## src/rtl/fxp_seq_neuron.sv

```systemverilog
`default_nettype none
// ============================================================================
//  Module   : fxp_seq_neuron
//  Purpose  : Sequential fixed-point neuron with in-place backprop training.
//             A single MAC is time-shared: N_INPUTS cycles for the forward
//             sum, N_OUTPUTS cycles for the downstream gradient sum, then
//             N_INPUTS+1 cycles of weight/bias update.
//  Ports    : clk, rst (synchronous, active-high)
//             in_valid/in_ready     request handshake (in_ready only in IDLE)
//             in_values             flattened inputs, element i at [i*DATA_W +: DATA_W]
//             activation            0 linear, 1 ReLU, 2 hard-sigmoid, 3 hard-tanh
//             train, lr_shift       enable update, learning rate 2^-lr_shift
//             next_weights/grads    next-layer weights and gradients of this unit
//             out_valid/out_ready   result handshake
//             prediction            activated output (Q format)
//             error_gradient        local delta (0 for inference)
//             weights_out           {bias, w[N_INPUTS-1], ..., w[0]}
//  Options  : FXP_NEURON_LFSR_INIT_EN - reset weights/bias from a 16-bit
//             Galois LFSR seeded with SEED; otherwise they reset to 0.
//  Revision : 1.0 - initial release
// ============================================================================
module fxp_seq_neuron #(
    parameter int          N_INPUTS  = 4,
    parameter int          N_OUTPUTS = 2,
    parameter int          DATA_W    = 16,
    parameter int          FRAC_W    = 8,
    parameter int          ACC_W     = 40,
    parameter logic [15:0] SEED      = 16'hACE1
) (
    input  logic                            clk,
    input  logic                            rst,
    input  logic                            in_valid,
    output logic                            in_ready,
    input  logic [N_INPUTS*DATA_W-1:0]      in_values,
    input  logic [1:0]                      activation,
    input  logic                            train,
    input  logic [3:0]                      lr_shift,
    input  logic [N_OUTPUTS*DATA_W-1:0]     next_weights,
    input  logic [N_OUTPUTS*DATA_W-1:0]     next_grads,
    output logic                            out_valid,
    input  logic                            out_ready,
    output logic [DATA_W-1:0]               prediction,
    output logic [DATA_W-1:0]               error_gradient,
    output logic [(N_INPUTS+1)*DATA_W-1:0]  weights_out
);

    localparam int c_WIDE = ACC_W + DATA_W;   // headroom for saturating arithmetic
    localparam int c_PW   = 2 * DATA_W;       // full product width
    localparam int c_AW   = DATA_W + 2;       // activation working width
    localparam int c_MAXN = (N_INPUTS > N_OUTPUTS) ? N_INPUTS : N_OUTPUTS;
    localparam int c_CW   = $clog2(c_MAXN + 1);

    localparam logic signed [c_WIDE-1:0] c_SMAX   = c_WIDE'((2 ** (DATA_W - 1)) - 1);
    localparam logic signed [c_WIDE-1:0] c_SMIN   = -c_SMAX - c_WIDE'(1);
    localparam logic signed [DATA_W-1:0] c_ONE    = DATA_W'(1 << FRAC_W);
    localparam logic signed [DATA_W-1:0] c_QUART  = DATA_W'(1 << (FRAC_W - 2));
    localparam logic signed [c_AW-1:0]   c_ONE_A  = c_AW'(1 << FRAC_W);
    localparam logic signed [c_AW-1:0]   c_HALF_A = c_AW'(1 << (FRAC_W - 1));
    localparam logic signed [c_AW-1:0]   c_TWO_A  = c_AW'(2 << FRAC_W);

    typedef enum logic [2:0] {
        S_IDLE   = 3'd0,
        S_MAC    = 3'd1,
        S_ACT    = 3'd2,
        S_GRAD   = 3'd3,
        S_UPDATE = 3'd4,
        S_DONE   = 3'd5
    } state_t;

    function automatic logic signed [DATA_W-1:0] sat(input logic signed [c_WIDE-1:0] v);
        if (v > c_SMAX)      return c_SMAX[DATA_W-1:0];
        else if (v < c_SMIN) return c_SMIN[DATA_W-1:0];
        else                 return v[DATA_W-1:0];
    endfunction

`ifdef FXP_NEURON_LFSR_INIT_EN
    function automatic logic [15:0] lfsr_step(input logic [15:0] s);
        // Galois form, taps 16,14,13,11
        return s[0] ? ((s >> 1) ^ 16'hB400) : (s >> 1);
    endfunction

    // Signed low FRAC_W bits of the state reached after n steps from SEED
    function automatic logic signed [DATA_W-1:0] lfsr_word(input int n);
        logic [15:0] s;
        s = SEED;
        for (int i = 0; i < n; i++) s = lfsr_step(s);
        return DATA_W'($signed(s[FRAC_W-1:0]));
    endfunction

    logic [15:0] r_lfsr;
`endif

    // ------------------------------------------------------------------------
    // Registers
    // ------------------------------------------------------------------------
    state_t                    r_state;
    logic [c_CW-1:0]           r_cnt;
    logic signed [ACC_W-1:0]   r_acc;
    logic signed [DATA_W-1:0]  r_w [N_INPUTS];
    logic signed [DATA_W-1:0]  r_bias;
    logic signed [DATA_W-1:0]  r_x [N_INPUTS];
    logic signed [DATA_W-1:0]  r_nw [N_OUTPUTS];
    logic signed [DATA_W-1:0]  r_ng [N_OUTPUTS];
    logic [1:0]                r_act;
    logic                      r_train;
    logic [3:0]                r_lr;
    logic signed [DATA_W-1:0]  r_d;
    logic signed [DATA_W-1:0]  r_pred;
    logic signed [DATA_W-1:0]  r_err;
    logic                      r_in_ready;
    logic                      r_out_valid;

    // ------------------------------------------------------------------------
    // Shared MAC operand select: counter indexes inputs in MAC/UPDATE and the
    // downstream pairs in GRAD.
    // ------------------------------------------------------------------------
    logic signed [DATA_W-1:0]  w_xk, w_wk, w_nwk, w_ngk, w_op_a, w_op_b;

    always_comb begin
        w_xk  = '0;
        w_wk  = '0;
        w_nwk = '0;
        w_ngk = '0;
        for (int k = 0; k < N_INPUTS; k++) begin
            if (r_cnt == c_CW'(k)) begin
                w_xk = r_x[k];
                w_wk = r_w[k];
            end
        end
        for (int j = 0; j < N_OUTPUTS; j++) begin
            if (r_cnt == c_CW'(j)) begin
                w_nwk = r_nw[j];
                w_ngk = r_ng[j];
            end
        end
        w_op_a = (r_state == S_GRAD) ? w_nwk : w_wk;
        w_op_b = (r_state == S_GRAD) ? w_ngk : w_xk;
    end

    logic signed [c_PW-1:0]    w_prod;
    logic signed [ACC_W-1:0]   w_acc_next;

    assign w_prod     = c_PW'(w_op_a) * c_PW'(w_op_b);
    assign w_acc_next = r_acc + ACC_W'(w_prod);

    // ------------------------------------------------------------------------
    // Activation and derivative from the saturated forward sum
    // ------------------------------------------------------------------------
    logic signed [DATA_W-1:0]  w_sum, w_act, w_deriv;
    logic signed [c_AW-1:0]    w_s2, w_hs;

    assign w_sum = sat(c_WIDE'(r_acc >>> FRAC_W));
    assign w_s2  = c_AW'(w_sum);

    always_comb begin
        w_act   = w_sum;
        w_deriv = c_ONE;
        w_hs    = (w_s2 >>> 2) + c_HALF_A;
        case (r_act)
            2'd1: begin
                w_act   = (w_sum < 0) ? '0 : w_sum;
                w_deriv = (w_sum < 0) ? '0 : c_ONE;
            end
            2'd2: begin
                if (w_hs < 0)            w_act = '0;
                else if (w_hs > c_ONE_A) w_act = c_ONE;
                else                     w_act = w_hs[DATA_W-1:0];
                w_deriv = ((w_s2 > -c_TWO_A) && (w_s2 < c_TWO_A)) ? c_QUART : '0;
            end
            2'd3: begin
                if (w_s2 < -c_ONE_A)     w_act = -c_ONE;
                else if (w_s2 > c_ONE_A) w_act = c_ONE;
                else                     w_act = w_sum;
                w_deriv = ((w_s2 >= -c_ONE_A) && (w_s2 <= c_ONE_A)) ? c_ONE : '0;
            end
            default: begin
                w_act   = w_sum;
                w_deriv = c_ONE;
            end
        endcase
    end

    // ------------------------------------------------------------------------
    // Local delta (evaluated on the last GRAD cycle, including its product)
    // and the weight / bias update values.
    // ------------------------------------------------------------------------
    logic signed [c_WIDE-1:0]  w_gmul;
    logic signed [DATA_W-1:0]  w_err;
    logic signed [c_PW-1:0]    w_ex, w_dw;
    logic signed [DATA_W-1:0]  w_wnew, w_bnew;

    assign w_gmul = c_WIDE'(w_acc_next >>> FRAC_W) * c_WIDE'(r_d);
    assign w_err  = sat(w_gmul >>> FRAC_W);
    assign w_ex   = c_PW'(r_err) * c_PW'(w_xk);
    assign w_dw   = (w_ex >>> FRAC_W) >>> r_lr;
    assign w_wnew = sat(c_WIDE'(w_wk) - c_WIDE'(w_dw));
    assign w_bnew = sat(c_WIDE'(r_bias) - c_WIDE'(r_err >>> r_lr));

    // ------------------------------------------------------------------------
    // Control and datapath state
    // ------------------------------------------------------------------------
    always_ff @(posedge clk) begin
        if (rst) begin
            r_state     <= S_IDLE;
            r_cnt       <= '0;
            r_acc       <= '0;
            r_act       <= '0;
            r_train     <= 1'b0;
            r_lr        <= '0;
            r_d         <= '0;
            r_pred      <= '0;
            r_err       <= '0;
            r_in_ready  <= 1'b1;
            r_out_valid <= 1'b0;
            for (int k = 0; k < N_INPUTS; k++) begin
                r_x[k] <= '0;
`ifdef FXP_NEURON_LFSR_INIT_EN
                r_w[k] <= lfsr_word(k + 1);
`else
                r_w[k] <= '0;
`endif
            end
            for (int j = 0; j < N_OUTPUTS; j++) begin
                r_nw[j] <= '0;
                r_ng[j] <= '0;
            end
`ifdef FXP_NEURON_LFSR_INIT_EN
            r_bias <= lfsr_word(N_INPUTS + 1);
            r_lfsr <= SEED;
`else
            r_bias <= '0;
`endif
        end else begin
            case (r_state)
                S_IDLE: begin
                    if (in_valid && r_in_ready) begin
                        for (int k = 0; k < N_INPUTS; k++)
                            r_x[k] <= in_values[k*DATA_W +: DATA_W];
                        for (int j = 0; j < N_OUTPUTS; j++) begin
                            r_nw[j] <= next_weights[j*DATA_W +: DATA_W];
                            r_ng[j] <= next_grads[j*DATA_W +: DATA_W];
                        end
                        r_act      <= activation;
                        r_train    <= train;
                        r_lr       <= lr_shift;
                        r_acc      <= ACC_W'(r_bias) <<< FRAC_W;
                        r_cnt      <= '0;
                        r_in_ready <= 1'b0;
                        r_state    <= S_MAC;
`ifdef FXP_NEURON_LFSR_INIT_EN
                        r_lfsr     <= lfsr_step(r_lfsr);
`endif
                    end
                end
                S_MAC: begin
                    r_acc <= w_acc_next;
                    if (r_cnt == c_CW'(N_INPUTS - 1)) begin
                        r_cnt   <= '0;
                        r_state <= S_ACT;
                    end else begin
                        r_cnt <= r_cnt + c_CW'(1);
                    end
                end
                S_ACT: begin
                    r_pred <= w_act;
                    r_d    <= w_deriv;
                    r_acc  <= '0;
                    if (r_train) begin
                        r_state <= S_GRAD;
                    end else begin
                        r_err       <= '0;
                        r_out_valid <= 1'b1;
                        r_state     <= S_DONE;
                    end
                end
                S_GRAD: begin
                    r_acc <= w_acc_next;
                    if (r_cnt == c_CW'(N_OUTPUTS - 1)) begin
                        r_err   <= w_err;
                        r_cnt   <= '0;
                        r_state <= S_UPDATE;
                    end else begin
                        r_cnt <= r_cnt + c_CW'(1);
                    end
                end
                S_UPDATE: begin
                    if (r_cnt == c_CW'(N_INPUTS)) begin
                        r_bias      <= w_bnew;
                        r_cnt       <= '0;
                        r_out_valid <= 1'b1;
                        r_state     <= S_DONE;
                    end else begin
                        for (int k = 0; k < N_INPUTS; k++)
                            if (r_cnt == c_CW'(k)) r_w[k] <= w_wnew;
                        r_cnt <= r_cnt + c_CW'(1);
                    end
                end
                S_DONE: begin
                    if (out_ready) begin
                        r_out_valid <= 1'b0;
                        r_in_ready  <= 1'b1;
                        r_state     <= S_IDLE;
                    end
                end
                default: r_state <= S_IDLE;
            endcase
        end
    end

    // ------------------------------------------------------------------------
    // Outputs
    // ------------------------------------------------------------------------
    assign in_ready       = r_in_ready;
    assign out_valid      = r_out_valid;
    assign prediction     = r_pred;
    assign error_gradient = r_err;

    for (genvar gi = 0; gi < N_INPUTS; gi++) begin : g_pack_w
        assign weights_out[gi*DATA_W +: DATA_W] = r_w[gi];
    end
    assign weights_out[N_INPUTS*DATA_W +: DATA_W] = r_bias;

endmodule
`default_nettype wire

```

## config.mk

```make
export PLATFORM = sky130hd
export DESIGN_NAME = fxp_seq_neuron
export DESIGN_NICKNAME = d
export VERILOG_FILES = /design/src/rtl/fxp_seq_neuron.sv
export SDC_FILE = /design/constraint.sdc
export NUM_CORES = 2
export LEC_CHECK = 0
export ABC_CLOCK_PERIOD_IN_PS = 33400
export BUFFER_PORTS_ARGS = -buffer_cell sky130_fd_sc_hd__buf_2
export CORE_MARGIN = 2
export CORE_UTILIZATION = 30
export CTS_CLUSTER_SIZE = 16
export DETAILED_ROUTE_END_ITERATION = 8
export SLEW_MARGIN = 20
export SYNTH_ARGS = -nofsm -noshare
export SYNTH_HDL_FRONTEND = slang
export SYNTH_SLANG_ARGS = --single-unit
```

## constraint.sdc

```tcl
create_clock -name clk -period 33.4 [get_ports clk]
set_input_delay 6.68 -clock clk [delete_from_list [all_inputs] [get_ports clk]]
set_output_delay 6.68 -clock clk [all_outputs]
set_load 0.01 [all_outputs]
```

==> implementation parameters <==
Parameter                              Value

CTS
  Library cell used as clock root buffer    clkbuf_16
  H-tree levels    2
  Clock-pin slew on the worst setup and hold paths    approximately 60 ps
  Maximum buffer depth of the clock tree    3
  Clock tree from TritonCTS    done
  Number of buffers inserted for hold repair after clock tree synthesis    0
  Number of gates resized after CTS    0
  Clock buffers created by TritonCTS    37
  Setup repair bufs after CTS    0
  Clock insertion delay at the later pin of the skew report    about 600 ps
  Sink Count    between 200 and 300

STA
  Final Hold Viols    0
  Number of pins with negative max-slew slack in the final report    0
  Final period util    between 40 and 50%
  Min Tclk post-route    15130 ps
  Unrepaired setup endpoints after global routing    no
  Number of setup violations in the final report    0
  Max-Slew Margin vs Limit    approximately 22%
  Transition time at the pin with the least slew margin    1160 ps
  Clock Skews    ~31 ps
  Max Fclk    66.1 MHz
  Sum of negative setup slack    0 ps

Drt
  Vias post-DR    approximately 37k
  Routed wirelength normalized by instance count    ~21 µm
  Number of detailed-routing iterations run before antenna repair    6
  Via density    between 5 and 6
  First-iteration detailed-routing DRC count    approximately 3.9k
  WL final    149 mm
  Post-route DRC violation count    0
  Antenna viol nets, final    0

Die
  Effective utilization at floorplan    a little under a third
  Die ar.    0.151 mm²
  Die Span X    a little under 400 µm
  Core area    between 0.1 and 0.15 mm²
  Die boundary height    389 µm
  Number of primary I/O pins    approximately 250
  Number of rows created at floorplan    ~140

Hold path
  Hold Path Class    register to register

Power and ir drop
  Switching share of power    55.6%
  Overall Power    between 4 and 5 mW
  Sequential Power Share    around 10%
  Total leakage power    ~24 nW
  Power density over the cells    roughly 100 mW/mm²
  Sw Pwr    around 2.7 mW
  Part of the total power dissipated in the clock network    slightly below 9%
  Max VDD drop    143 µV
  Design internal power    between 2 and 2.5 mW
  Combinational fraction of design power    roughly four fifths

Synth
  Largest cells by area after synthesis    fa_1, edfxtp_1, ha_1
  Mapped Nets    6070
  Ys Warns    0
  Register bit count reported by yosys    about 300
  Share of the synthesized area in the top cell type    a little over a quarter
  Proportion of synthesized flip-flops having asynchronous set or reset    0%
  Synth Area per Inst    approximately 9 µm²
  Synth cell types    107
  Top_reg_cell synth    edfxtp_1
  Number of flops mapped to enable cells by yosys    192
  Cell taking the most area after synthesis    fa_1
  Proportion of synthesized chip area in sequential cells    17.7%
  Number of instances in the synthesized netlist    4942
  Cell area after synthesis    around 0.044 mm²

Finish
  Most common cell after layout, fill and taps aside    inv_1
  Area added between synthesis and finish    10.5%
  Final Core Density    33.3%
  Area of all placed cells without fillers    between 0.04 and 0.05 mm²
  Fraction of layout cells with a size suffix above 1    9.81%
  Highest-count cells in the layout ignoring fill and taps    inv_1, fa_1, nand2_1
  Nets@finish    6185

GRT
  Number of global-route vias before repair    around 36k
  Initial antenna violation count    4
  Tot GR Track Use    slightly below 20%
  Maximum number of pins on one net before global-route repair    89
  First-pass GRT wire length    around 230 mm
  Leftover overflow at the end of global routing    0

Outcome
  Run status    finished clean

Placement
  Final HPWL DP    122 mm
  Placer's final routability congestion estimate    just under 1
  Placed Instance Area    approximately 0.048 mm²
  Count of input and output buffers    252

Setup path
  Family with the most delay on the worst path    compound AO/OA/AOI/OAI gates
  Worst setup EP type    register
  Max incr delay on CP    890 ps
  Worst Path Buf+Inv    4
  Critical path launch point type    register
  Data required time at the worst endpoint    about 34000 ps
  Highest-delay cell along the critical path    a21boi_1
  Arr. time, crit path    15640 ps
  Type of the worst setup path    register to register
  Maximum fanout along the worst path    28

Job
  Number of maximum-capacitance violations    0
-- cells in the mapped netlist, types with 33 or more instances --
cell      count
inv_1       738
nand2_1     436
a211oi_1     54
a221o_1      59
o21ai_1      41
xnor2_1      87
fa_1        604
o21ai_0     182
nand3_1      51
nor2_1      379
ha_1        385
mux2i_1      38
nor3_1       80
edfxtp_1    192
nor2b_1      55
nand2b_1     41
o21a_1       59
a21oi_1     229
and2_1      151
clkbuf_1    221
a31oi_1      33
dfxtp_1     105
a21o_1       66
and3_1      155
-- per-stage QoR --
stage          worst slack (ps)  hold WS (ps)  instances
2_1_floorplan             20740           450       4942
3_3_place_gp              18840           444       6948
3_5_place_dp              18480           452       6948
4_1_cts                   18430           458       7015
5_1_grt                   17650           486       7015
6_report                  18270           452       7017
-- path summary, 6_finish.rpt --
kind,start,end,slack (ps),cells after the start
setup / recovery,r_cnt[0],error_gradient[6],18270,44
hold / removal,prediction[8],prediction[8],450,2
setup reg to reg,r_cnt[0],error_gradient[6],18270,44
hold reg to reg,prediction[8],prediction[8],450,2
-- layout make-up --
type / count / area [µm²]
multi-input combinational: 3647 / 32800
antenna: 2 / 5.00
clock inverter: 23 / 290
inverter: 742 / 2790
fill: 15200 / 98300
sequential: 297 / 7870
timing repair buffer: 332 / 1870
tap: 1930 / 2410
clock buffer: 44 / 993
-- layer usage --
layer  wire (µm)  track usage (%)  share of wire [%]
met5          13                0             0.0087
met3       13700             4.38                9.2
met1       68000             28.1                 46
met2       62600             28.8                 42
met4        4920             6.09                3.3
-- flip-flops by register name (all words and copies together) (netlist names) --
signal,flops
error_gradient,16
out_valid,1
r_w,64
r_bias,16
r_act,2
r_x,64
r_cnt,3
r_nw,32
prediction,16
r_state,3
r_ng,32
r_lr,4
r_acc,40
r_d,2
in_ready,1
r_train,1
-- power groups by stage --
stage	registers (mW)	logic, mW	clock network (mW)
floorplan	0.464	2.91	0
detailed placement	0.495	3.89	0
global placement	0.496	3.84	0
finish	0.489	3.94	0.429
CTS	0.487	3.92	0.436
global route	0.491	4.43	0.448
-- logic make-up (layout without fill, tap and decap cells) --
kind of cell | count (synthesis) | in the layout | share of synthesized area (%)
AO/OA/AOI/OAI | 985 | 985 | 15.1
XOR/XNOR | 119 | 119 | 2.40
adder cells (fa/ha/maj) | 989 | 989 | 38.1
buffers and inverters | 998 | 1141 | 8.53
flip-flops | 297 | 297 | 17.7
multiplexers | 67 | 67 | 1.82
other | 0 | 2 | 0
AND/OR/NAND/NOR | 1487 | 1487 | 16.3
-- tightest hold or removal path: stages, from the launching register on --
cell	delay, ps
dfxtp_1	300
nand2_1	50
a21oi_1	50
Note: power is estimated with default switching activity, not from simulation.
